File: src/rtl/codec_cmm_sad_search_ctrl.sv
// Candidate-search scheduler for one shared SAD engine: streams H row reads per
// candidate, delays them into the engine's input_vld and keeps the running minimum SAD.
module codec_cmm_sad_search_ctrl #(
  parameter int DW       = 8,
  parameter int W        = 8,
  parameter int H        = 8,
  parameter int MAX_CAND = 64,
  parameter int RD_LAT   = 1,
  parameter int SW       = DW + $clog2(W * H),
  parameter int CIW      = $clog2(MAX_CAND),
  parameter int CNW      = CIW + 1,
  parameter int RW       = $clog2(H)
) (
  input  logic           clk,
  input  logic           rst,
  input  logic           start,
  input  logic [CNW-1:0] num_cand,
  input  logic           abort,
  input  logic           stall,
  output logic           busy,
  output logic           rd_en,
  output logic [CIW-1:0] rd_cand,
  output logic [RW-1:0]  rd_row,
  output logic           sad_in_vld,
  input  logic           sad_vld,
  input  logic [SW-1:0]  sad,
  output logic           done,
  output logic [SW-1:0]  best_sad,
  output logic [CIW-1:0] best_idx
);

  typedef enum logic [1:0] {IDLE, ISSUE, DRAIN, DONE} state_t;

  state_t          state;
  logic [CNW-1:0]  n_cand;
  logic [CNW-1:0]  cand_cnt;
  logic [CNW-1:0]  res_cnt;
  logic [RW-1:0]   row;
  logic            abort_pend;
  logic [RD_LAT-1:0] vld_sr;
  logic [CNW-1:0]  n_clip;
  logic            last_row;

  assign n_clip     = (num_cand > CNW'(MAX_CAND)) ? CNW'(MAX_CAND) : num_cand;
  assign rd_en      = (state == ISSUE) && !stall;
  assign rd_cand    = cand_cnt[CIW-1:0];
  assign rd_row     = row;
  assign sad_in_vld = vld_sr[RD_LAT-1];
  assign last_row   = (row == RW'(H - 1));

  always_ff @(posedge clk) begin
    if (rst) begin
      state      <= IDLE;
      busy       <= 1'b0;
      done       <= 1'b0;
      best_sad   <= '0;
      best_idx   <= '0;
      n_cand     <= '0;
      cand_cnt   <= '0;
      res_cnt    <= '0;
      row        <= '0;
      abort_pend <= 1'b0;
      vld_sr     <= '0;
    end else begin
      done <= 1'b0;

      // The delay line runs in every state so rows already requested still reach the engine.
      vld_sr[0] <= rd_en;
      for (int i = 1; i < RD_LAT; i++) vld_sr[i] <= vld_sr[i-1];

      if (busy && sad_vld) begin
        res_cnt <= res_cnt + 1'b1;
        if (res_cnt == '0 || sad < best_sad) begin
          best_sad <= sad;
          best_idx <= res_cnt[CIW-1:0];
        end
      end

      case (state)
        IDLE: begin
          if (start) begin
            n_cand     <= n_clip;
            row        <= '0;
            cand_cnt   <= '0;
            res_cnt    <= '0;
            abort_pend <= 1'b0;
            busy       <= 1'b1;
            if (n_clip == '0) begin
              state    <= DONE;
              done     <= 1'b1;
              best_sad <= '1;
              best_idx <= '0;
            end else begin
              state <= ISSUE;
            end
          end
        end

        ISSUE: begin
          if (abort) abort_pend <= 1'b1;
          // An abort only takes effect at a candidate boundary to keep engine row framing intact.
          if (rd_en) begin
            if (last_row) begin
              row      <= '0;
              cand_cnt <= cand_cnt + 1'b1;
              if (cand_cnt + 1'b1 == n_cand || abort_pend || abort) state <= DRAIN;
            end else begin
              row <= row + 1'b1;
            end
          end
        end

        DRAIN: begin
          if (abort) abort_pend <= 1'b1;
          if (res_cnt == cand_cnt) begin
            if (abort_pend || abort) begin
              state <= IDLE;
              busy  <= 1'b0;
            end else begin
              state <= DONE;
              done  <= 1'b1;
            end
          end
        end

        DONE: begin
          state <= IDLE;
          busy  <= 1'b0;
        end

        default: state <= IDLE;
      endcase
    end
  end

endmodule

File: config.mk
export PLATFORM = sky130hd
export DESIGN_NAME = codec_cmm_sad_search_ctrl
export DESIGN_NICKNAME = d
export VERILOG_FILES = /design/src/rtl/codec_cmm_sad_search_ctrl.sv
export SDC_FILE = /design/constraint.sdc
export NUM_CORES = 1
export LEC_CHECK = 0
export BUFFER_PORTS_ARGS = -buffer_cell sky130_fd_sc_hd__buf_4
export CORE_MARGIN = 10
export CORE_UTILIZATION = 51
export CTS_BUF_LIST = sky130_fd_sc_hd__clkbuf_8
export CTS_CLUSTER_DIAMETER = 40
export DETAILED_ROUTE_END_ITERATION = 10
export PLACE_DENSITY = 0.87
export SYNTH_ARGS = -nofsm -noshare
export SYNTH_HDL_FRONTEND = slang
export SYNTH_SLANG_ARGS = --single-unit
File: constraint.sdc
create_clock -name clk -period 2.5 [get_ports clk]
set_input_delay 0.25 -clock clk [delete_from_list [all_inputs] [get_ports clk]]
set_output_delay 0.25 -clock clk [all_outputs]
set_load 0.005 [all_outputs]
==> results.md, run 1 <==
- The run finished with clean final reports.
- After Yosys synthesis, and, or, nand and nor cells account for 18.5% of the synthesized area.
- The number of search-and-repair iterations in the first detailed-routing pass is 5.
- STA classifies the critical path endpoint as a flip-flop.
- The total DRC errors in the routed layout is 0.
- In the final layout, the share of cells above drive strength 1 is 25.9%.
- The share of the synthesized area in the top cell type is 36.3%.
- Detailed placement finished with a half-perimeter wire length of 5.41 mm.
- The tool flagged a number of max-cap violations equal to 0.
- Sequential elements use 36.3% of the synthesized area.
- The total number of yosys warnings is 0.
- The slowest stage cell on the critical path is nor4_1.
- Of all flip-flops after synthesis, the portion carrying an async set or reset was 0%.
- The clock-pin slew of the registers on the worst-case setup and hold paths is 100 ps.
- After detailed placement, the total cell area comes to 3280 um2.
- Clock skew on the completed layout was measured at 18.4 ps.
- The worst-margin pin slew is 612 ps.
- The worst setup path is launched from a flip-flop.
- The signed area change from the synthesized netlist to the final layout is 22.9%.
- The number of max-slew violations in the final report was 0.
- The clock tree from TritonCTS is done.
- The number of antenna diodes in the final layout is 0.
- The multiplexer fraction of the synthesized cell area is 0%.
- The clock period could shrink to 2370 ps.
- In the final routed layout, each cell accounts on average for 15.6 um.
- The boundary pin count is 60.
- In this run switching power makes up 35.7% of total power.
- The path class of the lowest-slack min-delay path is in -> reg.
- The die covers 8750 um2.
- Sorting the synthesized cells by area gives the leading types as dfxtp_1, ha_1, a21oi_1.
- The maximum number of pins on one net before global-route repair is 26.
- The number of DRC markers after the initial detailed-route iteration is 121.
- The initial utilization of the core area, before any placement, comes to 53.3%.
- The critical path goes through inv_1 -> ha_1 -> a21oi_1 -> o21ai_0 -> nor4_1 -> o21a_1 -> o21ai_2 -> o221a_2.
- The H-tree depth is 2.
- The highest clock rate is 421 MHz.
- In this run, CTS created clock tree buffers numbering 5.
- STA puts the critical path data required time at 2700 ps.
- Setup repair after global routing left no endpoint under its margin.
- The summed area of non-filler cells in the final layout is 3390 um2.
- The die is 93.6 um wide.
- When the netlist entered floorplanning its net count stood at 368.
- In the routed layout, each cell is associated on average with a via count of 5.70.
- After Yosys synthesis, full adders, half adders and majority gates account for 10.4% of the synthesized area.
- Of all cell types, the one taking the most synthesized area is dfxtp_1.
- The source-to-sink clock delay at the later pin of the worst-skew pair is 320 ps.
- The worst path uses 95.0% of the clock period.
- The height of the chip is 93.6 um.
- The total routed wirelength is 7.01 mm.
- The design draws 2.58 mW.
- The setup-violating endpoint count in the final report is 0.
- The number of antenna violations at the first check in global routing was 0.
- In this run the static leakage power is 1.47 nW.
- The cell count after synthesis came out at 318.
- Cell internal power was estimated by the tool at 1.66 mW.
- Synthesis inferred 50 register bits.
- The kind of cell adding the most delay to the critical path is compound AO/OA/AOI/OAI gates.
- The number of synthesized flops with an enable pin is 0.
- The post-synthesis instance area is 2760 um2.
- The count of buffers from port buffering is 59.
- The final-report hold violation count is 0.
- The total of hold buffers inserted after clock tree synthesis is 0.
- At the end of the flow, the number of nets in the layout was 428.
- In the global route stage, overall resource usage came out at 16.4%.
- Row generation in the floorplan step produced 26 rows.
- After floorplanning, the core was sized to cover 5170 um2.
- Of all nets on the critical path, the largest fanout is 14.
- The share of total power dissipated in combinational logic is 38.5%.
- Once detail routing completed, the nets flagged for antenna violations numbered 0.
- The data arrival at the endpoint of the critical path is 2580 ps.
- The power density over cell area is 761 nW/um2.
- The count of distinct cell types in the synthesized netlist is 45.
- For this run the aggregate overflow at the end of global routing stands at 0.
- Summing the areas of all xor and xnor instances in the mapped netlist gives 7.89% of the synthesized area.
- Sequential cells account for 39.4% of the total power.
- The post-route setup TNS is 0 ps.
- The root buffer cell chosen for the clock tree is clkbuf_8.
- For this run, the slowest stage of the critical path takes 400 ps.
- The number of global-route vias before repair is 2604.
- The deepest clock path buffer count is 2.
- The classification of the worst setup path is reg -> reg.
- CTS saw 50 sinks.
- By area, the combinational part of the netlist is dominated by compound AO/OA/AOI/OAI gates.
- In this run the tightest slew margin relative to its limit is 58.9%.
- For this block, the via count after detailed routing is 2561.
- Across the VDD grid, the largest voltage drop is 0.585 mV.
- Among all flip-flop cells after synthesis, the most frequent one is dfxtp_1.
- The first global-routing pass estimated 11.9 mm of wire.
- The placer's final routability congestion estimate is 0.874.
- The number of buffers and inverters on the critical path is 1.
- The clock network fraction of design power is 22.1%.
- The total net switching power is 0.921 mW.
- Fill cells in the final layout number 421.
- Summing the areas of all compound-gate instances in the mapped netlist gives 20.2% of the synthesized area.
- Each instance of the synthesized netlist takes up on average 8.68 um2.
[cells in the final DEF (no fill, tap or decap), types with 2 or more instances in the layout]
cell type	n
buf_4	71
dfxtp_1	50
a21oi_1	34
nor2_1	25
inv_1	23
ha_1	23
nand2_1	18
nand3_1	18
xnor2_1	14
o221a_2	14
o21ai_0	11
xor2_1	9
nor3_1	7
nor3b_1	6
a21o_1	6
and3_1	5
clkbuf_8	5
nor4_1	4
or4_1	4
nand4_1	3
nor2b_1	2
o21ai_1	2
o2bb2ai_1	2
o31ai_1	2
[routing by layer]
metal / global-route usage (%) / up-vias / part of all wire [%]
met3: 5.04 / 8 / 6.4
met5: 0 / - / 0
met4: 6.08 / 0 / 1.6
met2: 28.7 / 72 / 50
met1: 18.2 / 1224 / 42
li1: - / 1257 / -
[logic make-up (layout without fill, tap and decap cells)]
logic type | count (synthesis) | after routing
DFF | 50 | 50
and+or+nand+nor | 100 | 100
xor gates and xnor gates | 24 | 24
buffers and inverters | 40 | 101
AOI/OAI and AO/OA | 81 | 81
adders and majority gates | 23 | 23
[path summary, 6_finish.rpt]
check / slack (ps) / cells after the start / end / startpoint
setup / recovery: 130 / 8 / best_sad[3] / best_sad[13]
hold / removal: 150 / 2 / sad_in_vld / stall
setup reg to reg: 130 / 8 / best_sad[3] / best_sad[13]
hold reg to reg: 470 / 2 / best_idx[3] / best_idx[3]
[sequential cells by signal, indices dropped and copies added, names as in the netlist]
register and cells:
abort_pend 1, best_idx 6, best_sad 14, busy 1, cand_cnt 7, done 1, n_cand 7, rd_row 3
res_cnt 7, sad_in_vld 1, state 2
[cells in the mapped netlist, drive strengths merged (2+ instances only)]
cell / instances
nor2b: 2
nor3b: 6
nor2: 25
o221a: 14
dfxtp: 50
nor3: 7
buf: 11
nand4: 3
xnor2: 15
nand2: 18
nand3: 18
clkbuf: 7
inv: 22
or4: 4
a21oi: 34
o31ai: 2
xor2: 9
ha: 23
o2bb2ai: 2
o21ai: 14
a21o: 6
and3: 5
nor4: 4
[per-stage QoR]
stage          util (%)  hold WS [ps]  setup slack, ps  instances
2_1_floorplan         -           327              349        318
3_3_place_gp       63.3           454              118        441
3_5_place_dp       63.3           463             34.9        441
4_1_cts            65.5           135              185        449
5_1_grt            65.5           148             37.2        449
6_report           65.5           151              125        449
[what timing repair did]
item                                    CTS  global route
endpoints found under the setup margin   13             0
setup buffers                             0             0
endpoints found under the hold margin     0             0
gates resized for setup                   1             0
[area by class of cell]
cell class	count	area, um2	area share, %
sequential	50	1000	29.5
timing repair buffer	71	533	15.7
inverter	22	82.6	2.44
tap	70	87.6	2.58
clock buffer	5	68.8	2.03
clock inverter	3	41.3	1.22
multi-input combinational	228	1580	46.5
[power by group through the flow]
stage	clock network (mW)	registers [mW]	logic, mW
floorplan	0	1.02	0.640
global placement	0	1.02	0.937
detailed placement	0	1.03	0.978
CTS	0.580	1.01	0.995
global route	0.603	1.03	1.12
finish	0.569	1.02	0.993
Power figures use the tool's default switching activity.
==> run 2, diff against run 1 <==
Clock period 2.5 ns to 2.3 ns, I/O delays scaled along.
==> run 2 against run 1 <==
  * Combinational power increased by 13%
  * Routed wire length fell by 1.3%
  * Cell area increased by 1.0%
  * Sequential power rose by 8%
  * Clock power fell by 6.5%
  * Highest routed layer unchanged
  * Register-to-register slack improved by 20 ps
  * Core utilization up 0.68 points
  * Largest cell class unchanged
==> results.md, run 2 (synthesized netlist as in run 1, its figures left out) <==
- The post-route setup TNS is 0 ps (unchanged).
- The capture endpoint of the worst hold path was sad_in_vld (unchanged).
- RSZ-0062 raised after global routing: no (unchanged).
- The number of buffers created by CTS is 5 (unchanged).
- The final layout net count is 435 (was 428).
- The relative max-transition margin is 64.8% (was 58.9%).
- The hold path startpoint is stall (unchanged).
- The path class of the lowest-slack min-delay path is in -> reg (unchanged).
- The clock tree from TritonCTS was done (unchanged).
- The register with the most flip-flops was best_sad (unchanged).
- The highest clock rate came to 465 MHz (was 421 MHz).
- The signed area change from the synthesized netlist to the final layout is 24.1% (was 22.9%).
- The slowest stage cell on the critical path is dfxtp_1 (was nor4_1).
- The number of global-route vias before repair is 2440 (was 2604).
- The final-layout worst hold slack came to 109 ps (was 151 ps).
- The number of search-and-repair iterations in the first detailed-routing pass came to 4 (was 5).
- The worst hold path depth is 2 (unchanged).
- The deepest clock path buffer count came to 2 (unchanged).
- The share of the core filled with cells in the final layout came to 66.2% (was 65.5%).
- The buffer count from post-CTS setup fixing is 0 (unchanged).
- The static leakage came to 1.50 nW (was 1.47 nW).
- The critical path startpoint category is a flip-flop (unchanged).
- The endpoint class of the critical path is a flip-flop (unchanged).
- The number of sinks handled by clock tree synthesis is 50 (unchanged).
- The cell depth of the worst flop-to-flop path came to 9 (was 8).
- The total routed wirelength is 6.92 mm (was 7.01 mm).
- The placement row count was 26 (unchanged).
- The maximum ir drop on the vdd rail is 0.595 mV (was 0.585 mV).
- The number of max-slew violations in the final report is 0 (unchanged).
- The worst-margin pin slew came to 527 ps (was 612 ps).
- The fraction of final layout cells sized beyond drive strength 1 is 27.5% (was 25.9%).
- The placed wire-length estimate after detailed placement is 5.28 mm (was 5.41 mm).
- The worst clock skew is 7.96 ps (was 18.4 ps).
- The fraction of the cycle the final worst path needs is 93.6% (was 95.0%).
- The most common cell after layout, fill and taps aside is buf_4 (unchanged).
- The total track usage is 15.2% (was 16.4%).
- The number of DRC markers after the initial detailed-route iteration is 100 (was 121).
- The maximum number of pins on one net before global-route repair is 26 (unchanged).
- Worst path cell trace: inv_1 -> ha_1 -> a21oi_1 -> o21ai_0 -> nor4_1 -> o21a_1 -> o21ai_1 -> buf_4 -> o221a_2 (was inv_1 -> ha_1 -> a21oi_1 -> o21ai_0 -> nor4_1 -> o21a_1 -> o21ai_2 -> o221a_2).
- The classification of the worst setup path is reg -> reg (unchanged).
- The number of antenna violations at the first check in global routing came to 0 (unchanged).
- The sum of overflow across all layers after global routing is 0 (unchanged).
- The power density over cell area is 803 nW/um2 (was 761 nW/um2).
- The initial standard-cell utilization of the core is 53.3% (unchanged).
- The number of max-capacitance violations reported is 0 (unchanged).
- The post-place setup slack is 181 ps (was 34.9 ps).
- The top fanout value on the critical path is 6 (was 14).
- The worst stage delay on the critical path is 390 ps (was 400 ps).
- The source-to-sink clock delay at the later pin of the worst-skew pair is 310 ps (was 320 ps).
- The cell chosen for the clock root was clkbuf_8 (unchanged).
- The height of the chip is 93.6 um (unchanged).
- The number of vias after detailed routing came to 2551 (was 2561).
- The number of antenna cells inserted is 0 (unchanged).
- The summed area of non-filler cells in the final layout is 3420 um2 (was 3390 um2).
- The launch instance of the worst register-to-register path was best_sad[13] (unchanged).
- The setup-violating endpoint count in the final report was 0 (unchanged).
- The buffers plus inverters on the worst setup path is 2 (was 1).
- The H-tree depth came to 2 (unchanged).
- The final-report hold violation count came to 0 (unchanged).
- Result of the run: finished clean (unchanged).
- The via density per instance is 5.59 (was 5.70).
- The shortest clock period the worst path allows after layout came to 2150 ps (was 2370 ps).
- The slack of the critical path is 147 ps (was 125 ps).
- The detailed-route wire length per cell is 15.2 um (was 15.6 um).
- The kind of cell adding the most delay to the critical path was compound AO/OA/AOI/OAI gates (unchanged).
- The destination of the worst register-to-register timing path is best_sad[0] (was best_sad[3]).
- The count of buffers from port buffering is 59 (unchanged).
- The clock-pin slew of the registers on the worst-case setup and hold paths was 90 ps (was 100 ps).
- The wire length of the first global-routing pass came to 11.0 mm (was 11.9 mm).
- Most frequent cells in the layout: buf_4, dfxtp_1, a21oi_1, nor2_1 (unchanged).
- The number of flip-flops under the largest register name was 14 (unchanged).
- The die width is 93.6 um (unchanged).
- The boundary pin count is 60 (unchanged).
- The count of nets left with antenna violations after detail routing is 0 (unchanged).
- The instance area after placement was 3330 um2 (was 3280 um2).
- The floorplan die area was 8750 um2 (unchanged).
- The data arrival at the endpoint of the critical path was 2350 ps (was 2580 ps).
- The internal reg-to-reg setup slack came to 150 ps (was 130 ps).
- The required time reported for the critical path endpoint came to 2500 ps (was 2700 ps).
- The total DRC errors in the routed layout is 0 (unchanged).
- The placer's final routability congestion estimate is 0.818 (was 0.874).
- The area of the core is 5170 um2 (unchanged).
run 2: cell count changes in the layout (fill, tap and decap cells not counted):
cell / previous run / this run
clkinv_2: 0 / 1
dfxtp_1: 50 / 49
bufinv_16: 1 / 0
buf_4: 71 / 78
dfxtp_2: 0 / 1
clkbuf_8: 5 / 6
clkinvlp_4: 1 / 0
run 2: layout make-up:
| cell class | instances | area [um2] |
|---|---|---|
| timing repair buffer | 78 | 586 |
| fill | 428 | 1750 |
| sequential | 50 | 1000 |
| inverter | 22 | 82.6 |
| clock inverter | 2 | 8.76 |
| clock buffer | 6 | 82.6 |
| multi-input combinational | 228 | 1580 |
| tap | 70 | 87.6 |
run 2: worst register-to-register path, delay by kind of cell (launching register included):
family | cells | cell delay, ps
AO/OA/AOI/OAI | 5 | 800
adder cells (fa/ha/maj) | 1 | 300
buffers and inverters | 2 | 230
flip-flops | 1 | 390
AND/OR/NAND/NOR | 1 | 330
run 2: per-layer routing:
metal  track usage [%]  share of wire (%)
met5                 0                  0
met2              27.0                 49
met1              16.7                 43
met4              5.19                1.5
met3              4.80                6.5
run 2: report_power, final:
| group | switching (mW) | internal (mW) |
|---|---|---|
| Sequential | 0.110 | 0.991 |
| Clock | 0.292 | 0.239 |
| Combinational | 0.590 | 0.526 |
| Total | 0.992 | 1.76 |
run 2: what timing repair did:
item,4_1_cts,5_1_grt
endpoints found under the setup margin,0,3
hold buffers,0,0
gates resized for setup,0,2
run 2: worst max path at each step:
stage / start / endpoint / slack, ps / cells after the start
global route: cand_cnt[1] / state[1] / 20 / 7
CTS: cand_cnt[0] / state[1] / 130 / 7
floorplan: best_sad[13] / best_sad[10] / 150 / 9
global placement: cand_cnt[0] / state[0] / 230 / 7
finish: best_sad[13] / best_sad[0] / 150 / 9
detailed placement: best_sad[13] / best_sad[6] / 180 / 9
run 2: metrics by stage:
stage | std cells | power (mW)
after detailed placement | 448 | 2.22
final | 456 | 2.75
after global placement | 448 | 2.18
after floorplan | 318 | 1.80
after CTS | 456 | 2.75
after global routing | 456 | 2.92
